===== src/rtl/counter_mode_scheduler_pkg.sv =====
// rtl/counter_mode_scheduler_pkg.sv - shared encodings and types for the counter mode scheduler
package counter_mode_scheduler_pkg;

    typedef enum logic [1:0] {
        MODE_MOD9  = 2'd0,
        MODE_MOD11 = 2'd1,
        MODE_MOD13 = 2'd2,
        MODE_MOD15 = 2'd3
    } cnt_mode_e;

    typedef enum logic [1:0] {
        ST_IDLE = 2'd0,
        ST_LOAD = 2'd1,
        ST_RUN  = 2'd2,
        ST_DONE = 2'd3
    } sched_state_e;

    localparam int SCHED_REP_W = 4;

    typedef struct packed {
        logic [1:0]             mode;
        logic [SCHED_REP_W-1:0] reps;
    } sched_entry_t;

    // Modulus 9/11/13/15 and terminal value 8/10/12/14 follow directly from the mode bits.
    function automatic logic [3:0] modulus_of(input logic [1:0] m);
        return {1'b1, m, 1'b1};
    endfunction

    function automatic logic [3:0] term_of(input logic [1:0] m);
        return {1'b1, m, 1'b0};
    endfunction

endpackage


===== src/rtl/counter_mode_scheduler_if.sv =====
// rtl/counter_mode_scheduler_if.sv - config, run control and counter-side signals of the scheduler
interface counter_mode_scheduler_if #(
    parameter int AW    = 2,
    parameter int REP_W = 4
);
    logic             cfg_we;
    logic [AW-1:0]    cfg_addr;
    logic [1:0]       cfg_mode;
    logic [REP_W-1:0] cfg_reps;
    logic             start;
    logic [AW:0]      start_len;
    logic             abort;
    logic             cnt_step;
    logic [3:0]       cnt_out;
    logic [1:0]       mode;
    logic             cnt_clr;
    logic             busy;
    logic             done;
    logic             aborted;
    logic             err;

    modport master (
        output cfg_we, cfg_addr, cfg_mode, cfg_reps, start, start_len, abort, cnt_step, cnt_out,
        input  mode, cnt_clr, busy, done, aborted, err
    );

    modport slave (
        input  cfg_we, cfg_addr, cfg_mode, cfg_reps, start, start_len, abort, cnt_step, cnt_out,
        output mode, cnt_clr, busy, done, aborted, err
    );
endinterface


===== src/rtl/counter_mode_scheduler_table.sv =====
// rtl/counter_mode_scheduler_table.sv - schedule register file, synchronous write, combinational read
module counter_mode_scheduler_table #(
    parameter int DEPTH = 4,
    parameter int AW    = 2,
    parameter int REP_W = 4
) (
    input  logic             clk,
    input  logic             reset,
    input  logic             i_we,
    input  logic [AW-1:0]    i_waddr,
    input  logic [1:0]       i_wmode,
    input  logic [REP_W-1:0] i_wreps,
    input  logic [AW-1:0]    i_raddr,
    output logic [1:0]       o_rmode,
    output logic [REP_W-1:0] o_rreps
);
    logic [1:0]       r_mode [DEPTH];
    logic [REP_W-1:0] r_reps [DEPTH];

    always_ff @(posedge clk) begin
        if (reset) begin
            for (int i = 0; i < DEPTH; i++) begin
                r_mode[i] <= '0;
                r_reps[i] <= '0;
            end
        end else if (i_we) begin
            r_mode[i_waddr] <= i_wmode;
            r_reps[i_waddr] <= i_wreps;
        end
    end

    assign o_rmode = r_mode[i_raddr];
    assign o_rreps = r_reps[i_raddr];
endmodule


===== src/rtl/counter_mode_scheduler.sv =====
// rtl/counter_mode_scheduler.sv - steps the modulo counter through a table of (mode, repeat) entries
module counter_mode_scheduler
    import counter_mode_scheduler_pkg::*;
#(
    parameter int DEPTH = 4,
    parameter int REP_W = 4,
    parameter int AW    = 2
) (
    input  logic clk,
    input  logic reset,
    counter_mode_scheduler_if.slave bus
);
    localparam logic [AW:0] DEPTH_L = (AW+1)'(DEPTH);

    sched_state_e     r_state, w_state_nxt;
    logic [1:0]       r_mode;
    logic [AW-1:0]    r_idx;
    logic [REP_W-1:0] r_wrap;
    logic [REP_W-1:0] r_reps;
    logic [AW:0]      r_len;
    logic             r_err;
    logic             r_zero_done;
    logic             r_abort_pulse;

    logic             w_tbl_we;
    logic [AW-1:0]    w_raddr;
    logic [1:0]       w_tbl_mode;
    logic [REP_W-1:0] w_tbl_reps;
    logic [REP_W-1:0] w_reps_eff;
    logic [AW:0]      w_len_clamped;
    logic             w_wrap, w_oor, w_last_rep, w_last_entry;
    logic             w_go, w_zero, w_load, w_advance, w_inc_wrap, w_abort;

    assign w_tbl_we = bus.cfg_we && (r_state == ST_IDLE);
    // In LOAD the read port fetches entry 0; otherwise it pre-fetches the next entry.
    assign w_raddr  = (r_state == ST_LOAD) ? '0 : r_idx + AW'(1);

    counter_mode_scheduler_table #(.DEPTH(DEPTH), .AW(AW), .REP_W(REP_W)) u_table (
        .clk     (clk),
        .reset   (reset),
        .i_we    (w_tbl_we),
        .i_waddr (bus.cfg_addr),
        .i_wmode (bus.cfg_mode),
        .i_wreps (bus.cfg_reps),
        .i_raddr (w_raddr),
        .o_rmode (w_tbl_mode),
        .o_rreps (w_tbl_reps)
    );

    assign w_wrap        = bus.cnt_step && (bus.cnt_out == term_of(r_mode));
    assign w_oor         = (r_state == ST_RUN) && bus.cnt_step && (bus.cnt_out > term_of(r_mode));
    assign w_reps_eff    = (r_reps == '0) ? REP_W'(1) : r_reps;
    assign w_last_rep    = ({1'b0, r_wrap} + (REP_W+1)'(1)) >= {1'b0, w_reps_eff};
    assign w_last_entry  = ({1'b0, r_idx} + (AW+1)'(1)) >= r_len;
    assign w_len_clamped = (bus.start_len > DEPTH_L) ? DEPTH_L : bus.start_len;

    always_ff @(posedge clk) begin
        if (reset) r_state <= ST_IDLE;
        else       r_state <= w_state_nxt;
    end

    always_comb begin
        w_state_nxt = r_state;
        w_go        = 1'b0;
        w_zero      = 1'b0;
        w_load      = 1'b0;
        w_advance   = 1'b0;
        w_inc_wrap  = 1'b0;
        w_abort     = 1'b0;
        case (r_state)
            ST_IDLE: begin
                if (bus.start) begin
                    if (bus.start_len == '0) begin
                        w_zero = 1'b1;
                    end else begin
                        w_go        = 1'b1;
                        w_state_nxt = ST_LOAD;
                    end
                end
            end
            ST_LOAD: begin
                if (bus.abort) begin
                    w_abort     = 1'b1;
                    w_state_nxt = ST_IDLE;
                end else begin
                    w_load      = 1'b1;
                    w_state_nxt = ST_RUN;
                end
            end
            ST_RUN: begin
                if (bus.abort) begin
                    w_abort     = 1'b1;
                    w_state_nxt = ST_IDLE;
                end else if (w_wrap) begin
                    if (!w_last_rep)        w_inc_wrap  = 1'b1;
                    else if (!w_last_entry) w_advance   = 1'b1;
                    else                    w_state_nxt = ST_DONE;
                end
            end
            ST_DONE: w_state_nxt = ST_IDLE;
            default: w_state_nxt = ST_IDLE;
        endcase
    end

    always_ff @(posedge clk) begin
        if (reset) begin
            r_mode        <= '0;
            r_idx         <= '0;
            r_wrap        <= '0;
            r_reps        <= '0;
            r_len         <= '0;
            r_err         <= 1'b0;
            r_zero_done   <= 1'b0;
            r_abort_pulse <= 1'b0;
        end else begin
            r_zero_done   <= w_zero;
            r_abort_pulse <= w_abort;
            if (w_go) begin
                r_len <= w_len_clamped;
                r_err <= 1'b0;
            end else if (w_oor) begin
                r_err <= 1'b1;
            end
            // Mode changes only here, on the edge that samples a period boundary.
            if (w_load || w_advance) begin
                r_mode <= w_tbl_mode;
                r_reps <= w_tbl_reps;
                r_wrap <= '0;
                r_idx  <= w_load ? '0 : r_idx + AW'(1);
            end else if (w_inc_wrap) begin
                r_wrap <= r_wrap + REP_W'(1);
            end
        end
    end

    assign bus.mode    = r_mode;
    assign bus.cnt_clr = (r_state == ST_LOAD) || r_abort_pulse;
    assign bus.busy    = (r_state == ST_LOAD) || (r_state == ST_RUN);
    assign bus.done    = (r_state == ST_DONE) || r_zero_done;
    assign bus.aborted = r_abort_pulse;
    assign bus.err     = r_err;
endmodule

===== src/flat_wrapper.sv =====
// flat-port wrapper written by rule: the top's interface ports become plain ports
module counter_mode_scheduler_flat import counter_mode_scheduler_pkg::*;
#(
    parameter int DEPTH = 4,
    parameter int REP_W = 4,
    parameter int AW    = 2
)
  (clk, reset, bus_cfg_we, bus_cfg_addr, bus_cfg_mode, bus_cfg_reps, bus_start, bus_start_len, bus_abort, bus_cnt_step, bus_cnt_out, bus_mode, bus_cnt_clr, bus_busy, bus_done, bus_aborted, bus_err);
  counter_mode_scheduler_if #(.AW(AW), .REP_W(REP_W)) bus_i ();
  input  logic clk;
  input  logic reset;
  input wire logic [$bits(bus_i.cfg_we)-1:0] bus_cfg_we;
  input wire logic [$bits(bus_i.cfg_addr)-1:0] bus_cfg_addr;
  input wire logic [$bits(bus_i.cfg_mode)-1:0] bus_cfg_mode;
  input wire logic [$bits(bus_i.cfg_reps)-1:0] bus_cfg_reps;
  input wire logic [$bits(bus_i.start)-1:0] bus_start;
  input wire logic [$bits(bus_i.start_len)-1:0] bus_start_len;
  input wire logic [$bits(bus_i.abort)-1:0] bus_abort;
  input wire logic [$bits(bus_i.cnt_step)-1:0] bus_cnt_step;
  input wire logic [$bits(bus_i.cnt_out)-1:0] bus_cnt_out;
  output wire logic [$bits(bus_i.mode)-1:0] bus_mode;
  output wire logic [$bits(bus_i.cnt_clr)-1:0] bus_cnt_clr;
  output wire logic [$bits(bus_i.busy)-1:0] bus_busy;
  output wire logic [$bits(bus_i.done)-1:0] bus_done;
  output wire logic [$bits(bus_i.aborted)-1:0] bus_aborted;
  output wire logic [$bits(bus_i.err)-1:0] bus_err;
  assign bus_i.cfg_we = bus_cfg_we;
  assign bus_i.cfg_addr = bus_cfg_addr;
  assign bus_i.cfg_mode = bus_cfg_mode;
  assign bus_i.cfg_reps = bus_cfg_reps;
  assign bus_i.start = bus_start;
  assign bus_i.start_len = bus_start_len;
  assign bus_i.abort = bus_abort;
  assign bus_i.cnt_step = bus_cnt_step;
  assign bus_i.cnt_out = bus_cnt_out;
  assign bus_mode = bus_i.mode;
  assign bus_cnt_clr = bus_i.cnt_clr;
  assign bus_busy = bus_i.busy;
  assign bus_done = bus_i.done;
  assign bus_aborted = bus_i.aborted;
  assign bus_err = bus_i.err;
  counter_mode_scheduler #(.DEPTH(DEPTH), .REP_W(REP_W), .AW(AW)) u_core (.clk(clk), .reset(reset), .bus(bus_i));
endmodule

===== config.mk =====
export PLATFORM = sky130hd
export DESIGN_NAME = counter_mode_scheduler_flat
export DESIGN_NICKNAME = d
export VERILOG_FILES = /design/src/rtl/counter_mode_scheduler_pkg.sv /design/src/rtl/counter_mode_scheduler_if.sv /design/src/rtl/counter_mode_scheduler_table.sv /design/src/rtl/counter_mode_scheduler.sv /design/src/flat_wrapper.sv
export SDC_FILE = /design/constraint.sdc
export NUM_CORES = 1
export LEC_CHECK = 0
export CORE_UTILIZATION = 45
export DETAILED_ROUTE_END_ITERATION = 16
export PLACE_DENSITY = 0.71
export SETUP_SLACK_MARGIN = 0.1
export SYNTH_ARGS = -nofsm -noshare
export SYNTH_HDL_FRONTEND = slang
export SYNTH_SLANG_ARGS = --single-unit

===== constraint.sdc =====
create_clock -name clk -period 1.95 [get_ports clk]
set_input_delay 0.2925 -clock clk [delete_from_list [all_inputs] [get_ports clk]]
set_output_delay 0.2925 -clock clk [all_outputs]
set_load 0.03 [all_outputs]

After elaboration in Yosys (flattened, before gate mapping). Memory sizes are Yosys's and may differ from the RTL's. A register that Yosys moved wholly into a read port is not among the register bits. Cells that the tools add are included.

Flip-flop bits (word level): 14. Bits in writable memories: 24. Input bits: 21. Output and inout bits: 7. Word-level logic and storage cells: 87. Memories: 2.

Add/subtract/negate cells: 4. Magnitude comparators: 4. Equality and inequality tests: 9. Mux-type cells: 39. Bitwise logic cells: 3. Reduce and logical (&&, ||, !) cells: 19.

Memory list: u_core.u_table.r_reps (words 4, width 4, rd ports 1, clocked after Yosys merged registers in 1, wr ports 4, line counter_mode_scheduler_table.sv:18) `logic [REP_W-1:0] r_reps [DEPTH];`; u_core.u_table.r_mode (words 4, width 2, rd ports 1, clocked after Yosys merged registers in 1, wr ports 4, line counter_mode_scheduler_table.sv:17) `logic [1:0] r_mode [DEPTH];`.

Operators with widths (number): 2-to-1 mux 2 bit (12); 2-to-1 mux 1 bit (23); OR reduction 2 bit (5); inequality test 3 x 2 -> 1 bit (second input constant) (3); 2-to-1 mux 4 bit (2); one-hot mux 2 bit (4 select lines) (1); adder 4 x 1 -> 5 bit (second input constant) (1); >= comparator 5 x 4 -> 1 bit (1); AND reduction 5 bit (1); adder 4 x 1 -> 4 bit (second input constant) (1); equality test 2 bit (second input constant) (2); equality test 4 bit (1); > comparator 4 bit (1); logical AND 1 bit (4); logical NOT 4 bit (1); logical OR 1 bit (4); inequality test 2 bit (second input constant) (2); OR reduction 4 bit (1); adder 2 x 1 -> 3 bit (second input constant) (1); >= comparator 3 bit (1); > comparator 3 bit (second input constant) (1); logical NOT 3 bit (1); 2-to-1 mux 3 bit (1); inverter 1 bit (3); other kinds (4) (4).

Logic depth before layout (Yosys ltp). Gate-level depths: netlist of the first run.

Depth in word-level cells: 9. Mapped depth: 8. Depth with buffers taken out: 8.

Cells and area by module. Synthesis of the first run repeated with hierarchy kept, for this count alone.

Cell total of the unflattened synthesis: 212. Area, all modules: 2422.3 um^2.

By module, submodules not included: counter_mode_scheduler (instances 1, cells each 146, area each 1298.7 um^2, sequential area each 400.4 um^2); counter_mode_scheduler_table (instances 1, cells each 66, area each 1123.6 um^2, sequential area each 720.7 um^2).

Worst setup path after synthesis of the first run. OpenSTA, ideal clock, no wires.

Path kind: reg2reg. Start point: reg u_core.r_reps[3] (read register of u_core.u_table.r_reps). End point: reg u_core.r_mode[0], in the netlist u_core.bus.mode[0] (read register of u_core.u_table.r_mode). Library setup time: 0.072 ns. Arrival: 1.940 ns. Data required time: 1.878 ns. Setup slack: -0.061 ns. Cell stages (with the launch flop): 9. Buffers on the path: 0. Clock period less this slack: 2.011 ns. Path through: dfxtp_1 > inv_1 > a31o_2 > ha_1 > nand2b_1 > a211oi_2 > o21ai_2 > a21oi_4 > mux2i_1.

Longest elaborated chain between the ends: 8.

RTL lines: from (decl) (line counter_mode_scheduler.sv:19) `logic [REP_W-1:0] r_reps;`; logical NOT 4 bit (line counter_mode_scheduler.sv:52) `assign w_reps_eff = (r_reps == '0) ? REP_W'(1) : r_reps;`; 2-to-1 mux 4 bit (*) (line counter_mode_scheduler.sv:52); >= comparator 5 x 4 -> 1 bit (*) (line counter_mode_scheduler.sv:53) `assign w_last_rep = ({1'b0, r_wrap} + (REP_W+1)'(1)) >= {1'b0, w_reps_eff};`; 2-to-1 mux 1 bit (*) (line counter_mode_scheduler.sv:95) `if (!w_last_rep) w_inc_wrap = 1'b1;`; 2-to-1 mux 1 bit (*) (line counter_mode_scheduler.sv:94) `end else if (w_wrap) begin`; 2-to-1 mux 1 bit (*) (line counter_mode_scheduler.sv:91) `if (bus.abort) begin`; 2-to-1 mux 1 bit (*) (line counter_mode_scheduler.sv:70) `case (r_state)`; logical OR 1 bit (*) (line counter_mode_scheduler.sv:125) `if (w_load || w_advance) begin`; to (decl) (line counter_mode_scheduler.sv:16) `logic [1:0] r_mode;`.

Mark *: on every way between the ends. The rest lies on a longest branch, timed or not. A chain may end at the register's enable or synchronous reset.

Worst setup path in the final report of the first run.
Start point: reg u_core.r_reps[2] (read register of u_core.u_table.r_reps). End point: reg u_core.r_mode[1], in the netlist u_core.bus.mode[1] (read register of u_core.u_table.r_mode).

The elaborated chain is that of the path after synthesis.

==> results of run 1 <==
==> critical path, stage by stage, from the launching register on <==
cell and delay [ns]:
dfxtp_2 0.34, inv_2 0.04, a31o_4 0.23, ha_4 0.20
nand2b_4 0.14, a211oi_4 0.25, o21ai_2 0.11, a21oi_4 0.27
mux2i_1 0.24
==> placed cells by master (no fill, tap or decap), types with 2 or more instances in the layout <==
cell / n
clkdlybuf4s50_1: 24
o211ai_1: 2
o21ai_1: 3
ha_2: 2
edfxtp_1: 24
dfxtp_2: 8
or2_4: 2
nand3_1: 3
ha_4: 4
or3_4: 2
or2_2: 5
a221oi_1: 6
xor2_1: 5
clkbuf_8: 5
buf_4: 26
nor2b_1: 2
mux2i_1: 12
nor3_1: 11
o21ai_0: 7
and2_1: 24
inv_2: 4
a31oi_4: 2
dfxtp_1: 12
inv_1: 12
ha_1: 9
nand2b_1: 7
nor3b_1: 2
nand2_1: 4
a21oi_1: 11
nor2_1: 7
==> cell type report <==
| type | count | area (um^2) | share of cell area |
|---|---|---|---|
| repair buffers | 53 | 459.2 | 0.1430 |
| clock inverters | 3 | 46.29 | 0.01442 |
| clock buffers | 5 | 68.82 | 0.02143 |
| flip-flops and latches | 44 | 1131 | 0.3523 |
| inverters | 16 | 60.06 | 0.01871 |
| multi-input cells | 164 | 1358 | 0.4228 |
| well taps | 70 | 87.58 | 0.02728 |
==> kinds of logic (layout without fill, tap and decap cells) <==
kind of cell	count (synthesis)	after routing	synth area share
XOR/XNOR	5	5	0.01812
buffers and inverters	24	77	0.04557
AO/OA/AOI/OAI	49	49	0.1419
multiplexers	12	12	0.04972
flip-flops	44	44	0.4640
AND/OR/NAND/NOR	83	83	0.2030
adder cells (fa/ha/maj)	15	15	0.07768
==> sequential cells by signal, summed over array words and instances (netlist names) <==
| signal | flops |
|---|---|
| u_core.r_wrap | 4 |
| u_core.u_table.r_mode | 8 |
| u_core.r_idx | 2 |
| u_core.r_reps | 4 |
| u_core.bus.mode | 2 |
| u_core.bus.err | 1 |
| u_core.r_state | 2 |
| u_core.r_len | 3 |
| u_core.u_table.r_reps | 16 |
| u_core.r_zero_done | 1 |
| u_core.bus.aborted | 1 |
==> what timing repair did <==
item	CTS	global route
buffers inserted	3	1
setup endpoints to repair	17	29
gates resized for setup	10	19
cloned	0	0
pin swaps	6	8
==> stage by stage <==
| stage | setup TNS (ns) | hold slack (ns) | cells | util |
|---|---|---|---|---|
| floorplan | 0 | 0.4106 | 232 | - |
| detailed placement | -2.749 | 0.4565 | 343 | 0.5801 |
| CTS | 0 | 0.4693 | 354 | 0.6137 |
| global placement | -1.856 | 0.4461 | 343 | 0.5801 |
| global route | -0.1064 | 0.4902 | 355 | 0.6246 |
| finish | 0 | 0.4693 | 355 | 0.6246 |
==> metal layers <==
metal,up-vias,global-route usage,routed length (um)
met5,-,0,0
met4,0,0.06173,55
met3,7,0.04284,146
met2,31,0.3493,2427
met1,854,0.2712,2477
li1,942,-,-
==> how the worst max path moves through the flow <==
stage	start	end	slack, ns	cells after the start
6_report	u_core.r_reps[2]	u_core.bus.mode[1]	0.05	8
5_1_grt	u_core.r_reps[2]	u_core.bus.mode[1]	-0.04	8
4_1_cts	u_core.r_reps[2]	u_core.bus.mode[1]	0.04	8
3_5_place_dp	bus_cnt_out[1]	u_core.bus.mode[1]	-0.28	8
3_3_place_gp	bus_cnt_out[1]	u_core.r_reps[2]	-0.18	8
2_1_floorplan	u_core.r_wrap[0]	u_core.r_state[0]	0.10	7
==> power by group through the flow <==
stage / Sequential, mW / Clock (mW) / Combinational [mW]
after CTS: 1.04 / 0.723 / 0.406
after floorplan: 1.07 / 0 / 0.246
after detailed placement: 1.07 / 0 / 0.400
after global placement: 1.06 / 0 / 0.390
final: 1.04 / 0.716 / 0.411
after global routing: 1.05 / 0.764 / 0.454
==> metrics.md, run 1 <==
| Metric | Value |
|---|---|
| Status | finished clean |
| Max-slew violation count | 0 |
| Post-synth EDFFs | 24 |
| Yosys top cell by area | edfxtp_1 |
| Measured slew at the worst slew-check pin | 0.4498 ns |
| Fillers | 438 |
| Critical path class | flip-flop to flip-flop |
| Cell-internal power | 1.606 mW |
| Cells after Synth | 232 |
| WHS Endpoint | u_core.r_len[2] |
| DRT Wirelength | 5.108 mm |
| CP max FO | 6 |
| CTS Sinks | 44 |
| Core Region | 5140 um^2 |
| Share of the synthesized area in the top cell type | 0.2983 |
| Clk root buf | clkbuf_8 |
| Routability Congestion | 0.7591 |
| RSZ-0062 raised after global routing | true |
| Sequential area share after synthesis | 0.4640 |
| WP data arrival | around 2.1 ns |
| Sw frac | 0.2603 |
| Final hold viol count | 0 |
| N_diodes | 0 |
| Post-synthesis register bit count | 44 |
| GRT Residual Overflow | 0 |
| Skew final | 0.007853 ns |
| Tcrit/Tclk final | 0.9739 |
| Max Clk Rate | 0.5266 GHz |
| PnR worst setup slack | 0.05099 ns |
| 1st-iter DRT viols | 114 |
| Syn Area/Cell | 10.41 um^2 |
| CTS hold repair buffers | 0 |
| Worst r2r dst | u_core.bus.mode[1] |
| Critical Path Source Type | flip-flop |
| Async SR Flop Fraction | 0 |
| Minimum clock period | 1.899 ns |
| # rows | 26 |
| P_sw | approximately 0.57 mW |
| Htree depth | 2 |
| # IOs | 28 |
| DRT Pass-1 Iters | 4 |
| Die Y | about 75 um |
| Avg Vias per Cell | ~5.2 |
| Worst skew pair latency | about 0.3 ns |
| Leakage | 1.292 nW |
| Logic pwr share | 0.189 |
| Post-place setup slack | -0.2845 ns |
| Hold Crit Start | u_core.r_len[2] |
| R2r startpoint | u_core.r_reps[2] |
| Final cell area excluding filler cells | 3211 um^2 |
| Post-synthesis instance area | about 2400 um^2 |
| Vias in the first global route | ~1800 |
| Total GRT Usage | 0.2077 |
| Clk pwr share | 0.330 |
| PD cells | 676.2 nW/um^2 |
| First-pass GRT wire length | between 8 and 9 mm |
| Hold WC Path Type | flip-flop to flip-flop |
| Hold Path Stages | 2 |
| Placed Area | 2982 um^2 |
| Max cap viols | 0 |
| Max clock buf depth | 2 |
| Slew headroom | 0.6995 |
| Starting Density | 0.4701 |
| Final setup fails | 0 |
| Synth cell types | 49 |
| Largest net degree at the start of global routing | 28 |
| DRC errors left | 0 |
| Die area | 5666 um^2 |
| Via count | about 1800 |
| Tot Pwr | roughly 2.2 mW |
| Port bufs | 27 |
| Final Net Count | 320 |
| Detailed Place HPWL | about 3.8 mm |
| Sequential share of power | 0.481 |
| Clock transition at the registers of the reported paths | 0.09 ns |
| Warnings, synthesis | 0 |
| Die W | 75.28 um |
| Total CTS buffers | 5 |
| Setup crit end kind | flip-flop |
| Synth area leaders | edfxtp_1 30%, dfxtp_1 17%, ha_1 7.8% |
| Cell with the most instances after synthesis | and2_1 |
| Routed wire length per instance | approximately 14 um |
| R2R setup slack | 0.05 ns |
| CTS tree | built |
| Synth Net Count | 268 |
| Layout area overhead | 32.88% |
| Layout cells sized above 1 | 0.2842 |
| Synth cell count leaders | 25 x and2_1, 24 x edfxtp_1, 20 x dfxtp_1, 16 x inv_1, 15 x ha_1 |
| WP data required | 2.17 ns |
| DRT antenna net count | 0 |
| Peak supply drop | 0.4213 mV |
| Worst-case reg-to-reg path depth | 8 |
| Initial antenna violation count | 0 |
| Ys flop type | edfxtp_1 |
(Power assumes the default switching activity.)
==> inputs of run 2 (changes only) <==
--- a/config.mk
+++ b/config.mk
@@ -7,8 +7,10 @@
 export LEC_CHECK = 0
 export CORE_UTILIZATION = 45
 export DETAILED_ROUTE_END_ITERATION = 16
+export HOLD_SLACK_MARGIN = 0.02
 export PLACE_DENSITY = 0.71
 export SETUP_SLACK_MARGIN = 0.1
+export SKIP_LAST_GASP = 1
 export SYNTH_ARGS = -nofsm -noshare
 export SYNTH_HDL_FRONTEND = slang
 export SYNTH_SLANG_ARGS = --single-unit
==> metrics.md, run 2 (synthesized netlist as in run 1, its figures left out) <==
| Metric | Value |
|---|---|
| CTS Sinks | between 40 and 50 |
| Most frequent cells in the layout | 26 x buf_4, 24 x and2_1, 24 x clkdlybuf4s50_1, 24 x edfxtp_1, 13 x inv_1 |
| Max clock buf depth | 2 |
| R2r startpoint | u_core.r_reps[2] |
| Tcrit/Tclk final | 0.9739 |
| Layout area overhead | 32.88% |
| Leakage | 1.292 nW |
| Slew headroom | 0.6995 |
| Total GRT Usage | 0.2077 |
| Detailed Place HPWL | 3.832 mm |
| DRC errors left | 0 |
| Routability Congestion | 0.7591 |
| Largest net degree at the start of global routing | 28 |
| Largest register FFs | 16 |
| Initial antenna violation count | 0 |
| Die area | roughly 5700 um^2 |
| Clk root buf | clkbuf_8 |
| Core Region | 5140 um^2 |
| Hold WC Path Type | flip-flop to flip-flop |
| Reg area | 1131 um^2 |
| Worst skew pair latency | roughly 0.30 ns |
| First-pass GRT wire length | 8.611 mm |
| Fillers | 438 |
| Hold Slack | 0.4693 ns |
| N_diodes | 0 |
| Final setup fails | 0 |
| GRT Residual Overflow | 0 |
| Met3 wire length | 146 um |
| R2R setup slack | 0.05 ns |
| # IOs | 28 |
| Final hold viol count | 0 |
| RSZ-0062 raised after global routing | true |
| Via count | 1834 |
| Hold Crit Start | u_core.r_len[2] |
| Layout cells sized above 1 | 0.2807 |
| WL met2 | 2.427 mm |
| # rows | 26 |
| Measured slew at the worst slew-check pin | between 0.4 and 0.5 ns |
| Clock transition at the registers of the reported paths | 0.09 ns |
| Routed wire length per instance | 14.39 um |
| Avg Vias per Cell | 5.166 |
| WP data required | 2.17 ns |
| Status | finished clean |
| Worst r2r dst | u_core.bus.mode[1] |
| Vias in the first global route | 1796 |
| DRT Wirelength | between 5 and 6 mm |
| CTS tree | built |
| Skew final | around 0.008 ns |
| Starting Density | 0.4701 |
| Hold Path Stages | 2 |
| Max cap viols | 0 |
| Placed Area | 2982 um^2 |
| Largest regs | u_core.u_table.r_reps x16, u_core.u_table.r_mode x8 |
| Area of the multi-input gates | 1358 um^2 |
| Setup crit end kind | flip-flop |
| Htree depth | 2 |
| Critical path class | flip-flop to flip-flop |
| PD cells | 675.9 nW/um^2 |
| Peak supply drop | 0.4213 mV |
| Worst-case reg-to-reg path depth | 8 |
| CP max FO | 6 |
| Die Y | 75.28 um |
| Minimum clock period | 1.899 ns |
| DR top layer | met4 |
| Wl on met1 | about 2.5 mm |
| Die W | ~75 um |
| 1st-iter DRT viols | around 110 |
| WHS Endpoint | u_core.r_len[2] |
| Critical Path Source Type | flip-flop |
| Final Net Count | 320 |
| Most common cell after layout, fill and taps aside | buf_4 |
| Final cell area excluding filler cells | 3211 um^2 |
| DRT Pass-1 Iters | 4 |
| Total CTS buffers | 5 |
| DRT antenna net count | 0 |
| Max-slew violation count | 0 |
| Reg with most FFs | u_core.u_table.r_reps |
| WP data arrival | 2.12 ns |
| Port bufs | 27 |
| Max Clk Rate | between 0.5 and 0.6 GHz |
[run 2: cell count changes in the layout (fill, tap and decap cells not counted)]
cell,change
inv_1,+1
inv_2,-1
[run 2: worst max path at each step]
stage / start / to / slack, ns / cells past startpoint
after detailed placement: bus_cnt_out[1] / u_core.bus.mode[1] / -0.28 / 8
after global routing: u_core.r_reps[2] / u_core.bus.mode[1] / -0.04 / 8
after global placement: bus_cnt_out[1] / u_core.r_reps[2] / -0.18 / 8
final: u_core.r_reps[2] / u_core.bus.mode[1] / 0.05 / 8
after floorplan: u_core.r_wrap[0] / u_core.r_state[0] / 0.10 / 7
after CTS: u_core.r_reps[2] / u_core.bus.mode[1] / 0.04 / 8
[run 2: timing repair]
action | CTS | global route
gates resized for setup | 10 | 18
pin swaps | 6 | 8
hold buffers | 0 | 0
setup buffers | 3 | 1
endpoints found under the setup margin | 17 | 29
endpoints found under the hold margin | 0 | 0
[run 2: metal layers]
metal  vias to the layer above  GRT usage
li1                        942          -
met5                         -          0
met4                         0    0.06173
met1                       854     0.2712
met3                         7    0.04284
met2                        31     0.3493
[run 2: power breakdown]
group | internal (mW) | total, mW | leakage [nW] | switching, mW
sequential | 1.02 | 1.04 | 0.415 | 0.0189
clock | 0.386 | 0.716 | 0.0548 | 0.330
combinational | 0.195 | 0.411 | 0.822 | 0.216
total | 1.61 | 2.17 | 1.29 | 0.564
[run 2: layout make-up]
type,instances,area share
Inverter,16,0.01871
Clock inverter,3,0.01442
Timing Repair Buffer,53,0.1430
Sequential cell,44,0.3523
Tap cell,70,0.02728
Clock buffer,5,0.02143
Multi-Input combinational cell,164,0.4228
[run 2: worst max-delay path, stage by stage, from the launching register on]
cell and delay (ns):
dfxtp_2 0.34, inv_2 0.04, a31o_4 0.23, ha_4 0.20
nand2b_4 0.14, a211oi_4 0.25, o21ai_2 0.11, a21oi_4 0.27
mux2i_1 0.24
[run 2: through the flow]
step | cells | util | setup WS [ns] | setup TNS, ns | power, mW
floorplan | 232 | - | 0.1018 | 0 | 1.314
global placement | 343 | 0.5801 | -0.1844 | -1.856 | 1.454
detailed placement | 343 | 0.5801 | -0.2845 | -2.749 | 1.466
CTS | 354 | 0.6137 | 0.03773 | 0 | 2.173
global route | 355 | 0.6246 | -0.04187 | -0.1064 | 2.266
finish | 355 | 0.6246 | 0.05099 | 0 | 2.170
